===== src/rtl/segs_arbiter.sv =====
// segs_arbiter: shares the six-digit seven-segment display between three
// requesters. Round-robin arbitration with a minimum hold time per owner,
// latched display value and per-digit enables with optional leading-zero
// blanking.
//
// Ports:
//   Clock           system clock
//   Reset           asynchronous, active-high reset
//   Req[2:0]        per-requester display request (level)
//   ReqData[71:0]   requester i value in bits [24i+23:24i]
//   BlankZeros      1 = suppress leading zero digits
//   Clear           pulse: drop owner and blank the display
//   Grant[2:0]      one-hot current owner, 0 when idle
//   Data[23:0]      latched display value
//   DisplayEnables  per-digit enable
//   HoldDone        hold counter of current owner has expired
module segs_arbiter #(
    parameter int unsigned HOLD_CYCLES = 1000
) (
    input  logic        Clock,
    input  logic        Reset,
    input  logic [2:0]  Req,
    input  logic [71:0] ReqData,
    input  logic        BlankZeros,
    input  logic        Clear,
    output logic [2:0]  Grant,
    output logic [23:0] Data,
    output logic [5:0]  DisplayEnables,
    output logic        HoldDone
);

    localparam int unsigned NUM_REQ = 3;
    localparam int unsigned DATA_W  = 24;
    localparam int unsigned DIGITS  = 6;
    localparam int unsigned CNT_W   = (HOLD_CYCLES > 1) ? $clog2(HOLD_CYCLES) : 1;
    localparam logic [CNT_W-1:0] HOLD_LOAD = CNT_W'(HOLD_CYCLES - 1);

    typedef enum logic {
        IDLE = 1'b0,
        SHOW = 1'b1
    } state_t;

    state_t                            state;
    logic [CNT_W-1:0]                  hold_cnt;
    logic [1:0]                        last_owner;

    logic [NUM_REQ-1:0][DATA_W-1:0]    slices;
    logic [NUM_REQ-1:0]                cand_c;
    logic                              found_c;
    logic [1:0]                        winner_c;
    logic [DATA_W-1:0]                 own_data_c;

    assign slices = ReqData;

    // Per-digit enables for a display value; digit 0 always shown.
    function automatic logic [DIGITS-1:0] digit_enables(input logic [DATA_W-1:0] d,
                                                        input logic            blank);
        logic [DIGITS-1:0] en;
        en = '1;
        if (blank) begin
            for (int k = 1; k < int'(DIGITS); k++) begin
                en[k] = |(d >> (4 * k));
            end
        end
        return en;
    endfunction

    // Round-robin search from last_owner+1 with wrap; in SHOW the owner is
    // excluded so only a different requester can win a switch.
    always_comb begin
        cand_c   = (state == SHOW) ? (Req & ~Grant) : Req;
        found_c  = 1'b0;
        winner_c = last_owner;
        for (int i = 1; i <= int'(NUM_REQ); i++) begin
            logic [1:0] idx;
            idx = 2'((32'(last_owner) + 32'(i)) % 32'(NUM_REQ));
            if (!found_c && cand_c[idx]) begin
                found_c  = 1'b1;
                winner_c = idx;
            end
        end
    end

    // Owner keeps tracking its slice while requesting, otherwise holds.
    always_comb begin
        own_data_c = Data;
        if (Req[last_owner]) begin
            own_data_c = slices[last_owner];
        end
    end

    // Arbitration state, hold counter and registered display outputs.
    always_ff @(posedge Clock or posedge Reset) begin
        if (Reset) begin
            state          <= IDLE;
            Grant          <= '0;
            Data           <= '0;
            DisplayEnables <= '0;
            HoldDone       <= 1'b0;
            hold_cnt       <= '0;
            last_owner     <= 2'd2;
        end else if (Clear) begin
            // Pointer is kept so fairness survives a clear.
            state          <= IDLE;
            Grant          <= '0;
            Data           <= '0;
            DisplayEnables <= '0;
            HoldDone       <= 1'b0;
            hold_cnt       <= '0;
        end else begin
            case (state)
                IDLE: begin
                    if (found_c) begin
                        state          <= SHOW;
                        last_owner     <= winner_c;
                        Grant          <= 3'b001 << winner_c;
                        Data           <= slices[winner_c];
                        DisplayEnables <= digit_enables(slices[winner_c], BlankZeros);
                        hold_cnt       <= HOLD_LOAD;
                        HoldDone       <= (HOLD_LOAD == '0);
                    end
                end
                SHOW: begin
                    if ((hold_cnt == '0) && found_c) begin
                        last_owner     <= winner_c;
                        Grant          <= 3'b001 << winner_c;
                        Data           <= slices[winner_c];
                        DisplayEnables <= digit_enables(slices[winner_c], BlankZeros);
                        hold_cnt       <= HOLD_LOAD;
                        HoldDone       <= (HOLD_LOAD == '0);
                    end else begin
                        if (hold_cnt != '0) begin
                            hold_cnt <= hold_cnt - CNT_W'(1);
                        end
                        // Reflects the counter value being written this edge.
                        HoldDone       <= (hold_cnt <= CNT_W'(1));
                        Data           <= own_data_c;
                        DisplayEnables <= digit_enables(own_data_c, BlankZeros);
                    end
                end
                default: begin
                    state <= IDLE;
                end
            endcase
        end
    end

endmodule


===== config.mk =====
export PLATFORM = sky130hd
export DESIGN_NAME = segs_arbiter
export DESIGN_NICKNAME = d
export VERILOG_FILES = /design/src/rtl/segs_arbiter.sv
export SDC_FILE = /design/constraint.sdc
export NUM_CORES = 1
export LEC_CHECK = 0
export CAP_MARGIN = 20
export CORE_MARGIN = 1.5
export CORE_UTILIZATION = 40
export CTS_CLUSTER_SIZE = 40
export DETAILED_ROUTE_END_ITERATION = 7
export GPL_ROUTABILITY_DRIVEN = 0
export GPL_TIMING_DRIVEN = 0
export HOLD_SLACK_MARGIN = 0.02
export PLACE_DENSITY = 0.68
export SLEW_MARGIN = 20
export SYNTH_ARGS = -nofsm -noshare
export SYNTH_HDL_FRONTEND = slang
export SYNTH_SLANG_ARGS = --single-unit
export TNS_END_PERCENT = 50

===== constraint.sdc =====
create_clock -name Clock -period 6.1 [get_ports Clock]
set_input_delay 0.61 -clock Clock [delete_from_list [all_inputs] [get_ports Clock]]
set_output_delay 0.61 -clock Clock [all_outputs]
set_load 0.02 [all_outputs]

==> flow_metrics.env <==
export IMPL_finalHoldViolCount=0
export IMPL_min_path_type="flop to flop"
export IMPL_areaGrowthSynthToFinish_pct=33.0
export IMPL_fin_setup_tns_ns=0
export IMPL_io_pins=113
export IMPL_drc_errors=0
export IMPL_finalCritPeriodShare_pct=81.0
export IMPL_htreeDepth=2
export IMPL_synth_cell_types=67
export IMPL_vias=4773
export IMPL_dieArea_mm2=0.0112
export IMPL_ys_flop_type="dfrtp_1"
export IMPL_cts_buffers=5
export IMPL_portBuffers=112
export IMPL_grt_max_degree=27
export IMPL_cts_setup_buffers=0
export IMPL_path_clk_slew_ns=0.10
export IMPL_async_flop_share_pct=100
export IMPL_end_kind="flop"
export IMPL_clk_latency_ns=0.31
export IMPL_ctsResizeCount=0
export IMPL_stdcell_area_mm2=0.00564
export IMPL_finClkSkew_ns=0.0185
export IMPL_grt_pass1_wl_um=23700
export IMPL_diodes=0
export IMPL_drive_gt1_share_pct=6.32
export IMPL_postCtsHoldBufs=0
export IMPL_die_h_um=106
export IMPL_start_util_pct=41.1
export IMPL_power_density_mw_per_mm2=587
export IMPL_netlist_area_mm2=0.00424
export IMPL_rsz0062_at_grt="no"
export IMPL_startpoint_type="flop"
export IMPL_dp_cells=777
export IMPL_relSlewSlack_pct=27.8
export IMPL_coreArea_mm2=0.0103
export IMPL_netlist_area_leader_share_pct=27.1
export IMPL_clockBufferDepth=2
export IMPL_min_period_ns=4.94
export IMPL_synth_seq_cells=47
export IMPL_num_rows=37
export IMPL_ys_top_cells_by_count="71 x nand2_1, 51 x mux2i_1, 46 x dfrtp_1, 39 x a21oi_1, 31 x o21ai_0"
export IMPL_vdd_ir_drop_max_v=0.000236
export IMPL_place_ws_ns=1.32
export IMPL_overflow=0
export IMPL_cp_data_required_time_ns=6.28
export IMPL_synth_top_cell_by_area="dfrtp_1"
export IMPL_critPathArrivalTime_ns=5.12
export IMPL_critPathMaxFanout=10
export IMPL_leakage_nw=2.21
export IMPL_antenna_found_initial=0
export IMPL_vias_per_cell=6.08
export IMPL_wl_per_cell_um=19.6
export IMPL_dpl_hpwl_um=11800
export IMPL_clock_fmax_ghz=0.202
export IMPL_setup_violations=0
export IMPL_nets=731
export IMPL_worst_pin_slew_ns=1.08
export IMPL_synth_fp_nets=611
export IMPL_maxCapViolCount=0
export IMPL_final_util_pct=54.6
export IMPL_drtIter0Drc=394
export IMPL_cts_root_buf="clkbuf_8"
export IMPL_ys_top_cells_by_area="dfrtp_1 27%, mux2i_1 12%, nand2_1 6.3%, a21oi_1 4.6%, o211ai_1 4.1%"
export IMPL_yosysMostFrequentCell="nand2_1"
export IMPL_cts_tree="yes"
export IMPL_syn_inst=528
export IMPL_die_x_um=106
export IMPL_crit_type="flop to flop"
export IMPL_grt_total_usage_pct=26.7
export IMPL_synth_edff_count=0
export IMPL_yosys_warnings=0
export IMPL_drt_wl_total_um=15400
export IMPL_worst_slack_ns=1.16
export IMPL_status="finished, final reports clean"
export IMPL_ant_nets=0
export IMPL_slew_violations=0
export IMPL_first_pass_iters=5
export IMPL_cts_sinks=47
export IMPL_avgSynthCellArea_um2=8.04
export IMPL_yosysSeqAreaShare_pct=27.7
export IMPL_instances_no_fill=785
export IMPL_grt_pass1_vias=4523
export IMPL_placedInstanceArea_mm2=0.00555
==> per-stage QoR <==
stage / hold slack [ns] / total power [W]
detailed placement: 0.474 / 0.00306
finish: 0.484 / 0.00331
global route: 0.525 / 0.00353
global placement: 0.467 / 0.00301
CTS: 0.494 / 0.00326
floorplan: 0.448 / 0.00228
==> worst paths after layout <==
kind,from,end,slack [ns],cells after the start
worst max-delay path,last_owner[1]$_DFFE_PP1P_,DisplayEnables[2]$_DFFE_PP0P_,1.16,14
worst min-delay path,hold_cnt[6]$_DFFE_PP0P_,hold_cnt[6]$_DFFE_PP0P_,0.48,2
worst max register to register,last_owner[1]$_DFFE_PP1P_,DisplayEnables[2]$_DFFE_PP0P_,1.16,14
worst min register to register,hold_cnt[6]$_DFFE_PP0P_,hold_cnt[6]$_DFFE_PP0P_,0.48,2
max in group asynchronous,Reset,Data[20]$_DFFE_PP0P_,4.94,3
min in group asynchronous,Reset,hold_cnt[8]$_DFFE_PP0P_,0.64,2
==> cells by family after synthesis <==
group / synth area share (%)
compound gates: 31.3
xor+xnor: 0.619
fa+ha+maj: 1.42
buf+inv: 5.46
flops: 27.7
mux: 13.7
simple gates: 19.7
==> sequential cells by signal, indices dropped and copies added (netlist names) <==
| name | cells |
|---|---|
| last_owner | 2 |
| DisplayEnables | 6 |
| hold_cnt | 10 |
| Grant | 3 |
| HoldDone | 1 |
| Data | 24 |
| state | 1 |
==> power breakdown <==
| group | leakage, nW | switching (W) | internal [W] |
|---|---|---|---|
| logic | 1.56 | 0.00156 | 0.00101 |
| registers | 0.604 | 0.000113 | 0.000436 |
| clock network | 0.0483 | 0.000108 | 0.0000808 |
| total | 2.21 | 0.00178 | 0.00153 |
==> per-layer routing <==
layer  vias up  track usage (%)  wire length, um
li1       2215                -                -
met1      2290             37.6             6900
met5         -                0                0
met3        22             4.84             1310
met2       246             42.3             6880
met4         0             6.66              278
==> layout make-up <==
| class | count | area (um^2) |
|---|---|---|
| Buffer | 46 | 209 |
| Clock buffer | 5 | 68.8 |
| Clock inverter | 3 | 18.8 |
| Fill cell | 975 | 4680 |
| Inverter | 6 | 22.5 |
| Multi-Input combinational cell | 429 | 2830 |
| Sequential cell | 47 | 1180 |
| Tap cell | 136 | 170 |
| Timing Repair Buffer | 113 | 1140 |
==> critical path, cell delays in order, from the launching register on <==
cell      delay, ns
dfstp_2        0.54
buf_2          0.26
buf_1          0.71
inv_1          0.14
ha_1           0.25
clkbuf_1       0.23
a22o_1         0.27
o31ai_1        0.50
buf_2          0.31
nand2_2        0.17
a311oi_1       0.33
o21ai_1        0.17
nor4_1         0.54
and4_1         0.29
o21ai_1        0.08
==> layout by cell type (no fill, tap or decap), drive strengths merged, types with 3 or more instances in the layout <==
cell type,instances
o211ai,24
nand4,4
buf,17
mux2,6
a21bo,4
o21ai,54
inv,7
a22oi,6
clkdlybuf4s50,112
and2,16
dfrtp,46
a21o,5
xnor2,3
or3,3
nor3,10
a21oi,39
a311oi,12
clkbuf,35
a221oi,7
a21boi,3
a211o,5
or2,3
o31a,3
mux2i,51
nor4,6
nand2,72
o2bb2ai,7
and3,13
nor2,30
nand3,5
a211oi,7
ha,4
Note: power is estimated with default switching activity, not from simulation.
==> edit 1 (same settings) <==
Set the parameter `HOLD_CYCLES` to 2000 (it was 1000).
--- a/src/rtl/segs_arbiter.sv
+++ b/src/rtl/segs_arbiter.sv
@@ -16,5 +16,5 @@
 //   HoldDone        hold counter of current owner has expired
 module segs_arbiter #(
-    parameter int unsigned HOLD_CYCLES = 1000
+    parameter int unsigned HOLD_CYCLES = 2000
 ) (
     input  logic        Clock,
Formal check against the unedited RTL: no difference found for any inputs over 4 cycles, from zero or initial values and one cycle with Reset high; that may be too few to reach the edited logic, so the function may still have changed.
==> edit 1 against the original RTL <==
- clock skew fell by 0.0067 ns
- power rose by 3.7%
- die area fell by 1.8%
- sequential cell count rose by 1
- clock power rose by 53%
- synthesized area fell by 1.9%
- count of clock-buffer cells in the layout did not move
- setup slack improved by 0.58 ns
- routed wire length fell by 1.7%
- final cell count rose by 0.64%
- highest routed layer unchanged
- design area fell by 0.53%
==> edit 1: results (changes against the original RTL) <==
| Metric | Value |
|---|---|
| Top cells by area, synth | dfrtp_1, mux2i_1, nand2_1, o211ai_1, nor2_1 (was dfrtp_1, mux2i_1, nand2_1, a21oi_1, o211ai_1) |
| Slowest cell on crit path | clkbuf_1 (was buf_1) |
| CTS Buf Count | 5 (unchanged) |
| Peak VDD IR | 238 uV (was 236 uV) |
| Syn. warnings | 0 (unchanged) |
| CTS root buf | clkbuf_8 (unchanged) |
| Number of gates resized after cts | 0 (unchanged) |
| Synth Area in Compound Gates | 0.298 (was 0.313) |
| Input/output buffers | 112 (unchanged) |
| Power Total | 0.00344 W (was 0.00331 W) |
| HP Class | flip-flop to flip-flop (unchanged) |
| Routed wire length | 15100 um (was 15400 um) |
| GRT Total Usage | 0.272 (was 0.267) |
| Worst-skew pair later-pin latency | roughly 0.32 ns |
| CTS H-Tree Depth | 2 (unchanged) |
| Via count | 4725 (was 4773) |
| Layout cells sized above 1 | 0.0520 (was 0.0632) |
| Ys async rst share | 1.00 (unchanged) |
| Yosys cell types | 65 (was 67) |
| Post-Syn Nets | 616 (was 611) |
| Initial antenna violation count | 0 (unchanged) |
| Top cells by count, synth | nand2_1, nor2_1, mux2i_1, dfrtp_1 (was nand2_1, mux2i_1, dfrtp_1, a21oi_1, o21ai_0) |
| Initial DRT Pass Iterations | 5 (unchanged) |
| Critical Path Fanout Max | 10 (unchanged) |
| Multiplexer area fraction after synthesis | 0.124 (was 0.137) |
| HPWL after detailed placement | 11500 um (was 11800 um) |
| # nets final | 736 (was 731) |
| Ys flop type | dfrtp_1 (unchanged) |
| Flop pwr share | 0.156 (was 0.166) |
| Clock group share of total power | 0.084 (was 0.057) |
| Number of DRC markers in iteration 0 | 333 (was 394) |
| Vias in the first global route | 4636 (was 4523) |
| Status | finished, final reports clean (unchanged) |
| Post-Synth XOR/XNOR Area | 0.00631 (was 0.00619) |
| Crit path required time | 6.27 ns (was 6.28 ns) |
| CP delay by family, top | buffers and inverters (unchanged) |
| Clock-pin slew on the worst setup and hold paths | 0.10 ns (about the same) |
| Rel. slew slack | 0.435 (was 0.278) |
| Layout Skew | 0.0118 ns (was 0.0185 ns) |
| First-pass GRT wire length | 24000 um (was 23700 um) |
| Sequential share of the synthesized area | 0.289 (was 0.277) |
| Setup bufs post-CTS | 0 (unchanged) |
| Max stage delay on crit path | 0.57 ns (was 0.71 ns) |
| Final antenna-violating net count | 0 (unchanged) |
| Leak Pwr | 2.23 nW (was 2.21 nW) |
| Net Sw Power | 0.00175 W (was 0.00178 W) |
| Largest regs | Data x24, hold_cnt x11, DisplayEnables x6 (was Data x24, hold_cnt x10, DisplayEnables x6) |
| Diode count | 0 (unchanged) |
| Largest net degree at the start of global routing | 32 (was 27) |
| Post-Synth Adder-Cell Area | 0.0120 (was 0.0142) |
| CTS max path bufs | 2 (unchanged) |
edit 1: kinds of logic (layout without fill, tap and decap cells):
family	count (synthesis)	count (layout)
buffers and inverters	52	173
DFF	48	48
AOI/OAI and AO/OA	182	182
adders and majority gates	4	4
and+or+nand+nor	193	193
xor gates and xnor gates	3	3
muxes	51	51
edit 1: cell type report:
cell class	instances	area, sq um
clock inverter	3	68.8
clock buffer	5	68.8
multi-input combinational	433	2720
tap	136	170
sequential	48	1200
buffer	42	201
inverter	10	37.5
timing repair buffer	113	1140
fill	985	4620
edit 1: final timing paths:
path	from	to	slack (ns)	depth (start not counted)
worst min-delay path	DisplayEnables[2]	DisplayEnables[2]	0.50	2
min in group asynchronous	Reset	DisplayEnables[0]	0.59	2
worst min register to register	DisplayEnables[2]	DisplayEnables[2]	0.50	2
worst max-delay path	last_owner[0]	Data[5]	1.74	13
max in group asynchronous	Reset	last_owner[1]	4.92	3
worst max register to register	last_owner[0]	Data[5]	1.74	13
edit 1: tightest hold or removal path, cell delays in order, from the launching register on:
cell and delay [ns]:
dfrtp_1 0.36, nand2_1 0.05, o21ai_1 0.06
edit 1: stage by stage:
step / instances / instance area (sq um) / worst slack (ns)
2_1_floorplan: 533 / 4160 / 2.70
3_3_place_gp: 781 / 5450 / 1.90
3_5_place_dp: 782 / 5470 / 1.85
4_1_cts: 790 / 5610 / 1.83
5_1_grt: 790 / 5610 / 1.53
6_report: 790 / 5610 / 1.74
edit 1: metal layers:
metal  GRT usage  up-vias  part of all wire
li1            -     2200                 -
met1       0.370     2238              0.44
met2       0.444      252              0.46
met3      0.0374       35             0.076
met4      0.0890        0             0.026
met5           0        -                 0
==> edit 2 (same settings) <==
Without the edit above. Make the reset (`Reset`) synchronous in one clocked block. Comments in the files are not updated.
--- a/src/rtl/segs_arbiter.sv
+++ b/src/rtl/segs_arbiter.sv
@@ -91,5 +91,5 @@
 
     // Arbitration state, hold counter and registered display outputs.
-    always_ff @(posedge Clock or posedge Reset) begin
+    always_ff @(posedge Clock) begin
         if (Reset) begin
             state          <= IDLE;
Formal check against the unedited RTL: differs if Reset is asserted again (counterexample within 4 cycles, from zero or initial values and one cycle with Reset high); with Reset held inactive, the same outputs for 4 cycles.
==> edit 2 against the original RTL <==
- power shrank 19%
- setup slack got worse by 0.053 ns
- design area down 7.3%
- synthesized area down 9.3%
- sequential cell count unchanged
- synthesized cell count down 7.6%
- routed wire length shrank 4.2%
- critical endpoint is now DisplayEnables[1]
==> edit 2: results (changes against the original RTL) <==
| Metric | Value |
|---|---|
| Status | finished, final reports clean (unchanged) |
| Max stage delay on crit path | 0.63 ns (was 0.71 ns) |
| First-pass GRT wire length | 22400 um (was 23700 um) |
| Sequential share of the synthesized area | 0.245 (was 0.277) |
| # nets final | 691 (was 731) |
| Slew of the pin with the lowest slew margin | 0.759 ns (was 1.08 ns) |
| Layout cells sized above 1 | 0.0691 (was 0.0632) |
| CTS H-Tree Depth | 2 (unchanged) |
| Post-synth top area cell | dfxtp_1 (was dfrtp_1) |
| WL/cell | 20.0 um (was 19.6 um) |
| Top cells by count, synth | mux2i_1, o21ai_0, dfxtp_1, nor2_1 (was nand2_1, mux2i_1, dfrtp_1, a21oi_1, o21ai_0) |
| Ys flop type | dfxtp_1 (was dfrtp_1) |
| Peak VDD IR | 272 uV (was 236 uV) |
| Number of DRC markers in iteration 0 | 463 (was 394) |
| Post-Syn Nets | 572 (was 611) |
| Ys async rst share | 0 (was 1.00) |
| Met3 Use GR | 0.0416 (was 0.0484) |
| Largest net degree at the start of global routing | 18 (was 27) |
| Critical Path AT | 5.21 ns (was 5.12 ns) |
| Via count | 4543 (was 4773) |
| DP Worst Slack | 1.22 ns (was 1.32 ns) |
| Setup bufs post-CTS | 0 (unchanged) |
| Vias in the first global route | 4358 (was 4523) |
| Clock-pin slew on the worst setup and hold paths | 0.11 ns |
| Layout Skew | 0.0119 ns (was 0.0185 ns) |
| Input/output buffers | 112 (unchanged) |
| Post-Synth XOR/XNOR Area | 0 (was 0.00619) |
| Met2 usage | 0.479 (was 0.423) |
| Top cells by area, synth | dfxtp_1, mux2i_1, o21ai_0, a21oi_1, nor2_1 (was dfrtp_1, mux2i_1, nand2_1, a21oi_1, o211ai_1) |
| Leak Pwr | 2.01 nW (was 2.21 nW) |
| GRT met1 Usage | 0.365 (was 0.376) |
| Yosys cell types | 60 (was 67) |
## edit 2: cell count changes after synthesis, sizes merged, moves of 8 or more
cell and change:
nand3 +8, dfxtp +47, and2 -14, a222oi +8, or3 +8, mux2i +9
nor2 +14, dfrtp -46, and3 -10, a311oi -10, nand2 -37
## edit 2: power by group
part	internal [W]	switching, W	total, W
clock network	0.0000852	0.000126	0.000211
registers	0.000388	0.0000717	0.000460
logic	0.000811	0.00122	0.00203
## edit 2: stage by stage
step | area (sq um) | util | hold slack, ns | cells
after floorplan | 3850 | - | 0.439 | 488
after global placement | 5130 | 0.553 | 0.438 | 729
after detailed placement | 5130 | 0.553 | 0.447 | 729
after CTS | 5230 | 0.563 | 0.470 | 737
after global routing | 5230 | 0.564 | 0.485 | 737
final | 5230 | 0.564 | 0.461 | 737
## edit 2: area by class of cell
type	instances	area, sq um
fill	917	4050
multi-input combinational	392	2690
timing repair buffer	112	1120
sequential	47	941
buffer	41	189
tap	129	161
clock buffer	5	68.8
inverter	8	30.0
clock inverter	3	27.5
## edit 2: routing by layer
metal / share of wire / vias to the layer above
met5: 0 / -
met3: 0.080 / 27
met1: 0.42 / 2176
li1: - / 2107
met2: 0.48 / 233
met4: 0.021 / 0
## edit 2: worst paths after layout
check	startpoint	to	depth (start not counted)	slack, ns
worst max-delay path	last_owner[1]	DisplayEnables[1]	15	1.11
worst min-delay path	DisplayEnables[0]	DisplayEnables[0]	2	0.46
worst max register to register	last_owner[1]	DisplayEnables[1]	15	1.11
worst min register to register	DisplayEnables[0]	DisplayEnables[0]	2	0.46
## edit 2: tightest hold or removal path, stage by stage, from the launching register on
cell and delay, ns:
dfxtp_1 0.33, inv_1 0.05, a21oi_1 0.05
